`src/rtl/ce_synth_multi_if.sv`:
```
// Configuration and status bundle for ce_synth_multi: ratio writes and phase sync
// travel in from the master side; enable pulses, error flags and lock travel out.
interface ce_synth_multi_if #(
  parameter int CHANNELS = 6,
  parameter int ACC_W    = 32
);
  localparam int CH_W = (CHANNELS > 1) ? $clog2(CHANNELS) : 1;

  logic                cfg_wr;
  logic [CH_W-1:0]     cfg_ch;
  logic [ACC_W-1:0]    cfg_num;
  logic [ACC_W-1:0]    cfg_den;
  logic                sync;
  logic [CHANNELS-1:0] ce_out;
  logic [CHANNELS-1:0] cfg_err;
  logic                locked;

  modport master (
    output cfg_wr, cfg_ch, cfg_num, cfg_den, sync,
    input  ce_out, cfg_err, locked
  );

  modport slave (
    input  cfg_wr, cfg_ch, cfg_num, cfg_den, sync,
    output ce_out, cfg_err, locked
  );
endinterface

```
`src/rtl/ce_synth_multi.sv`:
```
// Multi-channel fractional clock-enable synthesiser: each channel emits num pulses
// per den refclk cycles from a phase accumulator; locked mimics a PLL lock flag.
module ce_synth_multi #(
  parameter int CHANNELS    = 6,
  parameter int ACC_W       = 32,
  parameter int LOCK_CYCLES = 1024
) (
  input logic              refclk,
  input logic              rst,
  ce_synth_multi_if.slave  bus
);
  localparam int CH_W  = (CHANNELS > 1) ? $clog2(CHANNELS) : 1;
  localparam int CNT_W = $clog2(LOCK_CYCLES + 1);
  localparam logic [CNT_W-1:0] LOCK_MAX = CNT_W'(LOCK_CYCLES);

  function automatic logic ratio_active(input logic [ACC_W-1:0] num,
                                        input logic [ACC_W-1:0] den);
    return (den != {ACC_W{1'b0}}) && (num != {ACC_W{1'b0}}) && (num <= den);
  endfunction

  function automatic logic ratio_error(input logic [ACC_W-1:0] num,
                                       input logic [ACC_W-1:0] den);
    return (den != {ACC_W{1'b0}}) && ((num > den) || (num == {ACC_W{1'b0}}));
  endfunction

  logic [1:0]          r_rst_sync;
  logic [ACC_W-1:0]    r_num [CHANNELS];
  logic [ACC_W-1:0]    r_den [CHANNELS];
  logic [ACC_W-1:0]    r_acc [CHANNELS];
  logic [CHANNELS-1:0] r_ce;
  logic [CHANNELS-1:0] r_err;
  logic [CNT_W-1:0]    r_cnt;
  logic                r_locked;

  logic                w_soft_rst;
  logic                w_wr_valid;
  logic                w_lock_clr;
  logic [ACC_W-1:0]    w_num_nxt [CHANNELS];
  logic [ACC_W-1:0]    w_den_nxt [CHANNELS];
  logic [ACC_W-1:0]    w_acc_nxt [CHANNELS];
  logic [ACC_W:0]      w_sum     [CHANNELS];
  logic [ACC_W:0]      w_diff    [CHANNELS];
  logic [CHANNELS-1:0] w_ce_nxt;
  logic [CHANNELS-1:0] w_err_nxt;
  logic [CHANNELS-1:0] w_active;
  logic [CNT_W-1:0]    w_cnt_nxt;
  logic                w_locked_nxt;

  // Reset release synchroniser; assertion still clears everything asynchronously
  always_ff @(posedge refclk or negedge rst) begin
    if (!rst) begin
      r_rst_sync <= 2'b00;
    end else begin
      r_rst_sync <= {r_rst_sync[0], 1'b1};
    end
  end

  assign w_soft_rst = ~r_rst_sync[1];
  assign w_wr_valid = bus.cfg_wr && ({1'b0, bus.cfg_ch} < (CH_W + 1)'(CHANNELS));
  assign w_lock_clr = w_wr_valid || bus.sync;

  // Per-channel next state: write and sync clear the accumulator and mute the pulse
  always_comb begin
    for (int k = 0; k < CHANNELS; k++) begin
      w_num_nxt[k] = r_num[k];
      w_den_nxt[k] = r_den[k];
      w_acc_nxt[k] = {ACC_W{1'b0}};
      w_ce_nxt[k]  = 1'b0;
      w_active[k]  = ratio_active(r_num[k], r_den[k]);
      w_sum[k]     = {1'b0, r_acc[k]} + {1'b0, r_num[k]};
      w_diff[k]    = w_sum[k] - {1'b0, r_den[k]};
      if (w_soft_rst) begin
        w_num_nxt[k] = {ACC_W{1'b0}};
        w_den_nxt[k] = {ACC_W{1'b0}};
      end else if (w_wr_valid && (CH_W'(k) == bus.cfg_ch)) begin
        w_num_nxt[k] = bus.cfg_num;
        w_den_nxt[k] = bus.cfg_den;
      end else if (bus.sync) begin
        w_acc_nxt[k] = {ACC_W{1'b0}};
      end else if (w_active[k]) begin
        if (w_sum[k] >= {1'b0, r_den[k]}) begin
          w_acc_nxt[k] = w_diff[k][ACC_W-1:0];
          w_ce_nxt[k]  = 1'b1;
        end else begin
          w_acc_nxt[k] = w_sum[k][ACC_W-1:0];
          w_ce_nxt[k]  = 1'b0;
        end
      end else begin
        w_acc_nxt[k] = {ACC_W{1'b0}};
      end
      w_err_nxt[k] = ratio_error(w_num_nxt[k], w_den_nxt[k]);
    end
  end

  // Lock counter saturates; locked is judged on the already-registered state
  always_comb begin
    if (w_soft_rst || w_lock_clr) begin
      w_cnt_nxt = {CNT_W{1'b0}};
    end else if (r_cnt != LOCK_MAX) begin
      w_cnt_nxt = r_cnt + CNT_W'(1);
    end else begin
      w_cnt_nxt = r_cnt;
    end
    if (w_soft_rst) begin
      w_locked_nxt = 1'b0;
    end else begin
      w_locked_nxt = (r_cnt == LOCK_MAX) && (r_err == {CHANNELS{1'b0}}) && (|w_active);
    end
  end

  // State and output registers
  always_ff @(posedge refclk or negedge rst) begin
    if (!rst) begin
      for (int k = 0; k < CHANNELS; k++) begin
        r_num[k] <= {ACC_W{1'b0}};
        r_den[k] <= {ACC_W{1'b0}};
        r_acc[k] <= {ACC_W{1'b0}};
      end
      r_ce     <= {CHANNELS{1'b0}};
      r_err    <= {CHANNELS{1'b0}};
      r_cnt    <= {CNT_W{1'b0}};
      r_locked <= 1'b0;
    end else begin
      for (int k = 0; k < CHANNELS; k++) begin
        r_num[k] <= w_num_nxt[k];
        r_den[k] <= w_den_nxt[k];
        r_acc[k] <= w_acc_nxt[k];
      end
      r_ce     <= w_ce_nxt;
      r_err    <= w_err_nxt;
      r_cnt    <= w_cnt_nxt;
      r_locked <= w_locked_nxt;
    end
  end

  assign bus.ce_out  = r_ce;
  assign bus.cfg_err = r_err;
  assign bus.locked  = r_locked;
endmodule

```
`src/flat_wrapper.sv`:
```
// flat-port wrapper written by rule: the top's interface ports become plain ports
module ce_synth_multi_flat 
#(
  parameter int CHANNELS    = 6,
  parameter int ACC_W       = 32,
  parameter int LOCK_CYCLES = 1024
)
  (refclk, rst, bus_cfg_wr, bus_cfg_ch, bus_cfg_num, bus_cfg_den, bus_sync, bus_ce_out, bus_cfg_err, bus_locked);
  ce_synth_multi_if #(.CHANNELS(CHANNELS), .ACC_W(ACC_W)) bus_i ();
  input logic refclk;
  input logic rst;
  input wire logic [$bits(bus_i.cfg_wr)-1:0] bus_cfg_wr;
  input wire logic [$bits(bus_i.cfg_ch)-1:0] bus_cfg_ch;
  input wire logic [$bits(bus_i.cfg_num)-1:0] bus_cfg_num;
  input wire logic [$bits(bus_i.cfg_den)-1:0] bus_cfg_den;
  input wire logic [$bits(bus_i.sync)-1:0] bus_sync;
  output wire logic [$bits(bus_i.ce_out)-1:0] bus_ce_out;
  output wire logic [$bits(bus_i.cfg_err)-1:0] bus_cfg_err;
  output wire logic [$bits(bus_i.locked)-1:0] bus_locked;
  assign bus_i.cfg_wr = bus_cfg_wr;
  assign bus_i.cfg_ch = bus_cfg_ch;
  assign bus_i.cfg_num = bus_cfg_num;
  assign bus_i.cfg_den = bus_cfg_den;
  assign bus_i.sync = bus_sync;
  assign bus_ce_out = bus_i.ce_out;
  assign bus_cfg_err = bus_i.cfg_err;
  assign bus_locked = bus_i.locked;
  ce_synth_multi #(.CHANNELS(CHANNELS), .ACC_W(ACC_W), .LOCK_CYCLES(LOCK_CYCLES)) u_core (.refclk(refclk), .rst(rst), .bus(bus_i));
endmodule
```
`config.mk`:
```
export PLATFORM = sky130hd
export DESIGN_NAME = ce_synth_multi_flat
export DESIGN_NICKNAME = d
export VERILOG_FILES = /design/src/rtl/ce_synth_multi_if.sv /design/src/rtl/ce_synth_multi.sv /design/src/flat_wrapper.sv
export SDC_FILE = /design/constraint.sdc
export NUM_CORES = 2
export LEC_CHECK = 0
export BUFFER_PORTS_ARGS = -buffer_cell sky130_fd_sc_hd__buf_4
export CAP_MARGIN = 20
export CORE_ASPECT_RATIO = 0.9
export CORE_UTILIZATION = 45
export CTS_BUF_LIST = sky130_fd_sc_hd__clkbuf_8
export CTS_CLUSTER_DIAMETER = 50
export DETAILED_ROUTE_END_ITERATION = 10
export GPL_TIMING_DRIVEN = 0
export MAX_ROUTING_LAYER = met4
export PLACE_DENSITY = 0.67
export SLEW_MARGIN = 20
export SYNTH_ARGS = -nofsm -noshare
export SYNTH_HDL_FRONTEND = slang
export SYNTH_SLANG_ARGS = --single-unit
```
`constraint.sdc`:
```
create_clock -name refclk -period 8.7 [get_ports refclk]
set_input_delay 2.175 -clock refclk [delete_from_list [all_inputs] [get_ports refclk]]
set_output_delay 2.175 -clock refclk [all_outputs]
set_load 0.01 [all_outputs]
```
-- Word level (Yosys, flattened, before mapping)
Index checks and enable logic that the tools add are counted.
- output and inout port bits: 13
- bits in registers: 602
- bits of input ports: 71
- word-level logic and storage cells: 213
- reduce and logical (&&, ||, !) cells: 63
- muxes and demuxes: 87
- magnitude comparators: 19
- equal/unequal tests: 7
- bitwise operators: 1
- add/sub/neg operators: 13
- operators with widths (cell ; count):
    two-way mux 32 bit ; 54
    nonzero test 32 bit ; 18
    adder 32 x 32 -> 33 bit ; 6
    >= comparator 33 x 32 -> 1 bit ; 6
    > comparator 32 bit ; 6
    <= comparator 32 bit ; 6
    zero test 32 bit ; 6
    subtractor 32 bit ; 6
    two-way mux 1 bit ; 31
    logical AND 1 bit ; 27
    two-way mux 11 bit ; 2
    adder 11 x 1 -> 11 bit (second input constant) ; 1
    equality test 11 bit (second input constant) ; 1
    != test 11 bit (second input constant) ; 1
    logical OR 1 bit ; 8
    equality test 2 x 3 -> 1 bit (first input constant) ; 2
    equality test 3 bit (first input constant) ; 2
    zero test 6 bit ; 1
    OR reduction 6 bit ; 1
    equality test 1 x 3 -> 1 bit (first input constant) ; 1
    zero test 3 bit ; 1
    < comparator 3 bit (second input constant) ; 1
    nonzero test 2 bit ; 1
    inverter 1 bit ; 1

-- Logic depth before layout (Yosys ltp)
- depth after elaboration: 8
- mapped depth: 25
- depth with buffers taken out: 24

-- Least setup slack after synthesis
OpenSTA, ideal clock, no wires.
- kind: input-to-reg
- from: in bus_cfg_wr
- to: reg u_core.r_err[2] (netlist: u_core.bus.cfg_err[2])
- cell stages on the path: 20
- data arrival time: 5.819 ns
- path buffers: 4
- library setup time: 0.124 ns
- path slack: 2.757 ns
- data required time: 8.576 ns
- path through: nor2b_1 -> nand2_1 -> nor2_1 -> clkbuf_1 -> clkbuf_1 -> clkbuf_1 -> buf_1 -> nand2_1 -> a21boi_0 -> ha_1 -> nor2b_1 -> o21a_1 -> o21ai_0 -> nand2b_1 -> a21oi_1 -> nor2b_1 -> o211ai_1 -> a211oi_1 -> o31a_1 -> o31a_1
- RTL lines (element ; line ; source):
    from (decl) ; flat_wrapper.sv:12 ; input wire logic [$bits(bus_i.cfg_wr)-1:0] bus_cfg_wr;
    to (signal assigned) ; ce_synth_multi.sv:120 ; r_err <= {CHANNELS{1'b0}};
    to (signal assigned) ; ce_synth_multi.sv:130 ; r_err <= w_err_nxt;
    to (decl) ; ce_synth_multi.sv:31 ; logic [CHANNELS-1:0] r_err;

==> flow_metrics.env <==
export IMPL_p_per_area_nw_per_um2=221
export IMPL_critical_path_most_common_cell="clkbuf_1"
export IMPL_cts_hold_buf=0
export IMPL_drt_iter0_markers=6396
export IMPL_drive_above_1_share_pct=5.49
export IMPL_via_per_inst=6.27
export IMPL_cp_arrival_ps=8540
export IMPL_synth_edff_count=0
export IMPL_place_congestion=1.03
export IMPL_worst_hold_path_endpoint="u_core.r_rst_sync[1]$_DFF_PN0_"
export IMPL_seq_area_frac_synth_pct=27.2
export IMPL_cts_setup_buffers=0
export IMPL_async_flop_share_pct=100
export IMPL_cp_start_kind="flip-flop"
export IMPL_yosysTopAreaCell="dfrtp_1"
export IMPL_drt_total_wl_mm=231
export IMPL_antenna_found_initial=38
export IMPL_status="completed"
export IMPL_dieHeight_um=335
export IMPL_pre_cts_ws_ps=1330
export IMPL_die_width_um=372
export IMPL_slew_headroom_pct=9.52
export IMPL_core_um2=122000
export IMPL_cts_tree="done"
export IMPL_drc=0
export IMPL_finalHoldViolCount=0
export IMPL_max_slew_worst_pin_slew_ps=1360
export IMPL_synth_top_cell_area_share_pct=27.2
export IMPL_rr_startpoint="u_core.r_rst_sync[1]$_DFF_PN0_"
export IMPL_num_rows=121
export IMPL_synth_area_leaders="dfrtp_1, ha_1, nand2_1"
export IMPL_cts_resized=0
export IMPL_netlist_instances=6799
export IMPL_grt_pass1_vias=51700
export IMPL_place_inst=8482
export IMPL_hold_class="flip-flop to flip-flop"
export IMPL_synth_flop_cell="dfrtp_1"
export IMPL_timing_rr_end="u_core.bus.cfg_err[4]$_DFF_PN0_"
export IMPL_pin_count=84
export IMPL_clk_latency_ps=890
export IMPL_hold_depth=0
export IMPL_cp_max_fo=10
export IMPL_synthesis_area_um2=55400
export IMPL_regToRegSetupSlack_ps=880
export IMPL_fin_crit_ps=7820
export IMPL_yosys_warnings=0
export IMPL_grt_max_degree=90
export IMPL_vias=54800
export IMPL_cts_htree_levels=3
export IMPL_slowest_delay_ps=1020
export IMPL_synth_top_cells_by_count="nand2_1, ha_1, dfrtp_1"
export IMPL_area_growth_pct=10.3
export IMPL_slowest_stage="clkbuf_1"
export IMPL_ir_drop_mv=0.237
export IMPL_rsz0062_at_grt="false"
export IMPL_cts_path_max_buffers=3
export IMPL_max_cap_violations=0
export IMPL_clkSlewWorstSetupHoldPaths_ps=60
export IMPL_setup_viol=0
export IMPL_final_max_slew_viol_count=0
export IMPL_ant_nets=0
export IMPL_crit_path_end_kind="flip-flop"
export IMPL_yosysMostFrequentCell="nand2_1"
export IMPL_nets=7859
export IMPL_critical_path_required_ps=9420
export IMPL_reg2regPathDepth=18
export IMPL_stdcell_count=8738
export IMPL_drt_pass1_iterations=6
export IMPL_min_delay_start="u_core.r_rst_sync[0]$_DFF_PN0_"
export IMPL_yosysUniqueCellTypes=94
export IMPL_cts_root_buffer="clkbuf_8"
export IMPL_synth_nets=7652
export IMPL_crit_type="flip-flop to flip-flop"
export IMPL_syn_area_per_cell_um2=8.15
export IMPL_crit_chain="clkbuf_1 -> clkbuf_1 -> clkbuf_1 -> clkbuf_1 -> clkbuf_1 -> clkbuf_1 -> a21boi_0 -> ha_1 -> nor2b_1 -> o21a_1 -> o21a_1 -> o21a_1 -> o21ai_0 -> a21oi_1 -> o21ai_0 -> a31oi_1 -> o31ai_1 -> a21oi_1"
export IMPL_finalCritPeriodShare_pct=89.9
export IMPL_start_util_pct=45.6
export IMPL_ys_seq_elements=602
export IMPL_fmax_mhz=128
export IMPL_cp_top_family="buffers and inverters"
export IMPL_setup_tns_final_ps=0
export IMPL_grt_overflow=0
export IMPL_numCtsBuffers=121
export IMPL_grt_pass1_wl_mm=338
export IMPL_avgRoutedWirePerCell_um=26.5
export IMPL_worst_slack_ps=876
export IMPL_io_buffers=76
export IMPL_fin_skew_ps=65.2
export IMPL_place_hpwl_mm=176
export IMPL_p_leak_nw=29.6
export IMPL_crit_buf_inv=6
export IMPL_clock_sinks=602
export IMPL_grt_use_total_pct=37.6
export IMPL_dieArea_um2=125000
registers in the layout (all words and copies together) (netlist names):
signal / count
u_core.bus.ce_out: 6
u_core.bus.cfg_err: 6
u_core.bus.locked: 1
u_core.r_acc: 192
u_core.r_cnt: 11
u_core.r_den: 192
u_core.r_num: 192
u_core.r_rst_sync: 2
worst max-delay path by stage:
stage                                               from                               to  slack (ps)  depth (start not counted)
final                     u_core.r_rst_sync[1]$_DFF_PN0_  u_core.bus.cfg_err[4]$_DFF_PN0_         880                         18
after global routing      u_core.r_rst_sync[1]$_DFF_PN0_  u_core.bus.cfg_err[4]$_DFF_PN0_        1090                         18
after CTS                 u_core.r_rst_sync[1]$_DFF_PN0_  u_core.bus.cfg_err[4]$_DFF_PN0_        1390                         18
after detailed placement                      bus_cfg_wr  u_core.bus.cfg_err[2]$_DFF_PN0_        1330                         21
after global placement                               rst      u_core.r_acc[153]$_DFF_PN0_       -2010                          1
after floorplan                               bus_cfg_wr  u_core.bus.cfg_err[2]$_DFF_PN0_        2760                         20
per-layer routing:
layer / track usage [%] / part of all wire (%)
met5: - / 0
met4: 15.9 / 4.9
met3: 11.7 / 11
met2: 53.9 / 42
met1: 48.7 / 42
cells by family (layout without fill, tap and decap cells):
kind of cell	Yosys count	in the layout	synth area share, %
buffers and inverters	753	1057	5.30
adder cells (fa/ha/maj)	782	782	17.8
other	1	37	0.00677
AND/OR/NAND/NOR	2347	2347	20.0
XOR/XNOR	296	296	4.68
flip-flops	602	602	27.2
multiplexers	87	87	1.58
AO/OA/AOI/OAI	1931	1931	23.4
power breakdown:
part | switching [mW] | total, mW | internal, mW
Combinational | 4.25 | 6.97 | 2.72
Sequential | 0.132 | 3.07 | 2.94
Clock | 1.49 | 3.49 | 2.00
Total | 5.87 | 13.5 | 7.66
area by class of cell:
| type | count | area, um^2 |
|---|---|---|
| fillers | 11800 | 60500 |
| multi-input cells | 5444 | 37400 |
| flip-flops and latches | 602 | 15100 |
| clock buffers | 154 | 2120 |
| inverters | 534 | 2000 |
| well taps | 1599 | 2000 |
| plain buffers | 219 | 948 |
| repair buffers | 84 | 782 |
| clock inverters | 66 | 669 |
| diodes | 36 | 90.1 |
stage by stage:
| step | cell area [um^2] | hold WS, ps | util (%) | power [mW] |
|---|---|---|---|---|
| final | 61100 | 361 | 50.3 | 13.5 |
| after floorplan | 55400 | 331 | - | 8.05 |
| after global placement | 58000 | 334 | 47.7 | 9.84 |
| after CTS | 61000 | 358 | 50.2 | 13.4 |
| after global routing | 61100 | 369 | 50.2 | 14.3 |
| after detailed placement | 58200 | 345 | 47.9 | 9.91 |
worst register-to-register path, cell delays in order (launching register included):
cell and delay (ps):
dfrtp_1 360, clkbuf_1 500, clkbuf_1 830, clkbuf_1 1040, clkbuf_1 850, clkbuf_1 790, clkbuf_1 830, a21boi_0 340
ha_1 300, nor2b_1 140, o21a_1 160, o21a_1 160, o21a_1 160, o21ai_0 170, a21oi_1 120, o21ai_0 240
a31oi_1 130, o31ai_1 370, a21oi_1 190
placed cells by master, fill, tap and decap left out, types with 25 or more instances in the layout:
| master | count |
|---|---|
| nand2_1 | 1053 |
| nand4_1 | 179 |
| a21boi_0 | 356 |
| nor3_1 | 83 |
| a21oi_1 | 433 |
| a211oi_1 | 64 |
| or3_1 | 32 |
| nor2b_1 | 92 |
| o31ai_1 | 27 |
| nor2_1 | 368 |
| o21bai_1 | 59 |
| mux2i_1 | 85 |
| clkbuf_1 | 152 |
| xnor2_1 | 214 |
| nand3_1 | 113 |
| xor2_1 | 82 |
| a31oi_1 | 32 |
| diode_2 | 36 |
| o211ai_1 | 37 |
| buf_4 | 82 |
| ha_1 | 770 |
| and2_1 | 25 |
| clkbuf_8 | 154 |
| nand2b_1 | 60 |
| o21ai_0 | 294 |
| inv_1 | 564 |
| dfrtp_1 | 602 |
| o21a_1 | 102 |
| a21o_1 | 319 |
| nor4_1 | 173 |
| and3_1 | 56 |
No activity file was read; power rests on OpenSTA's default activity.
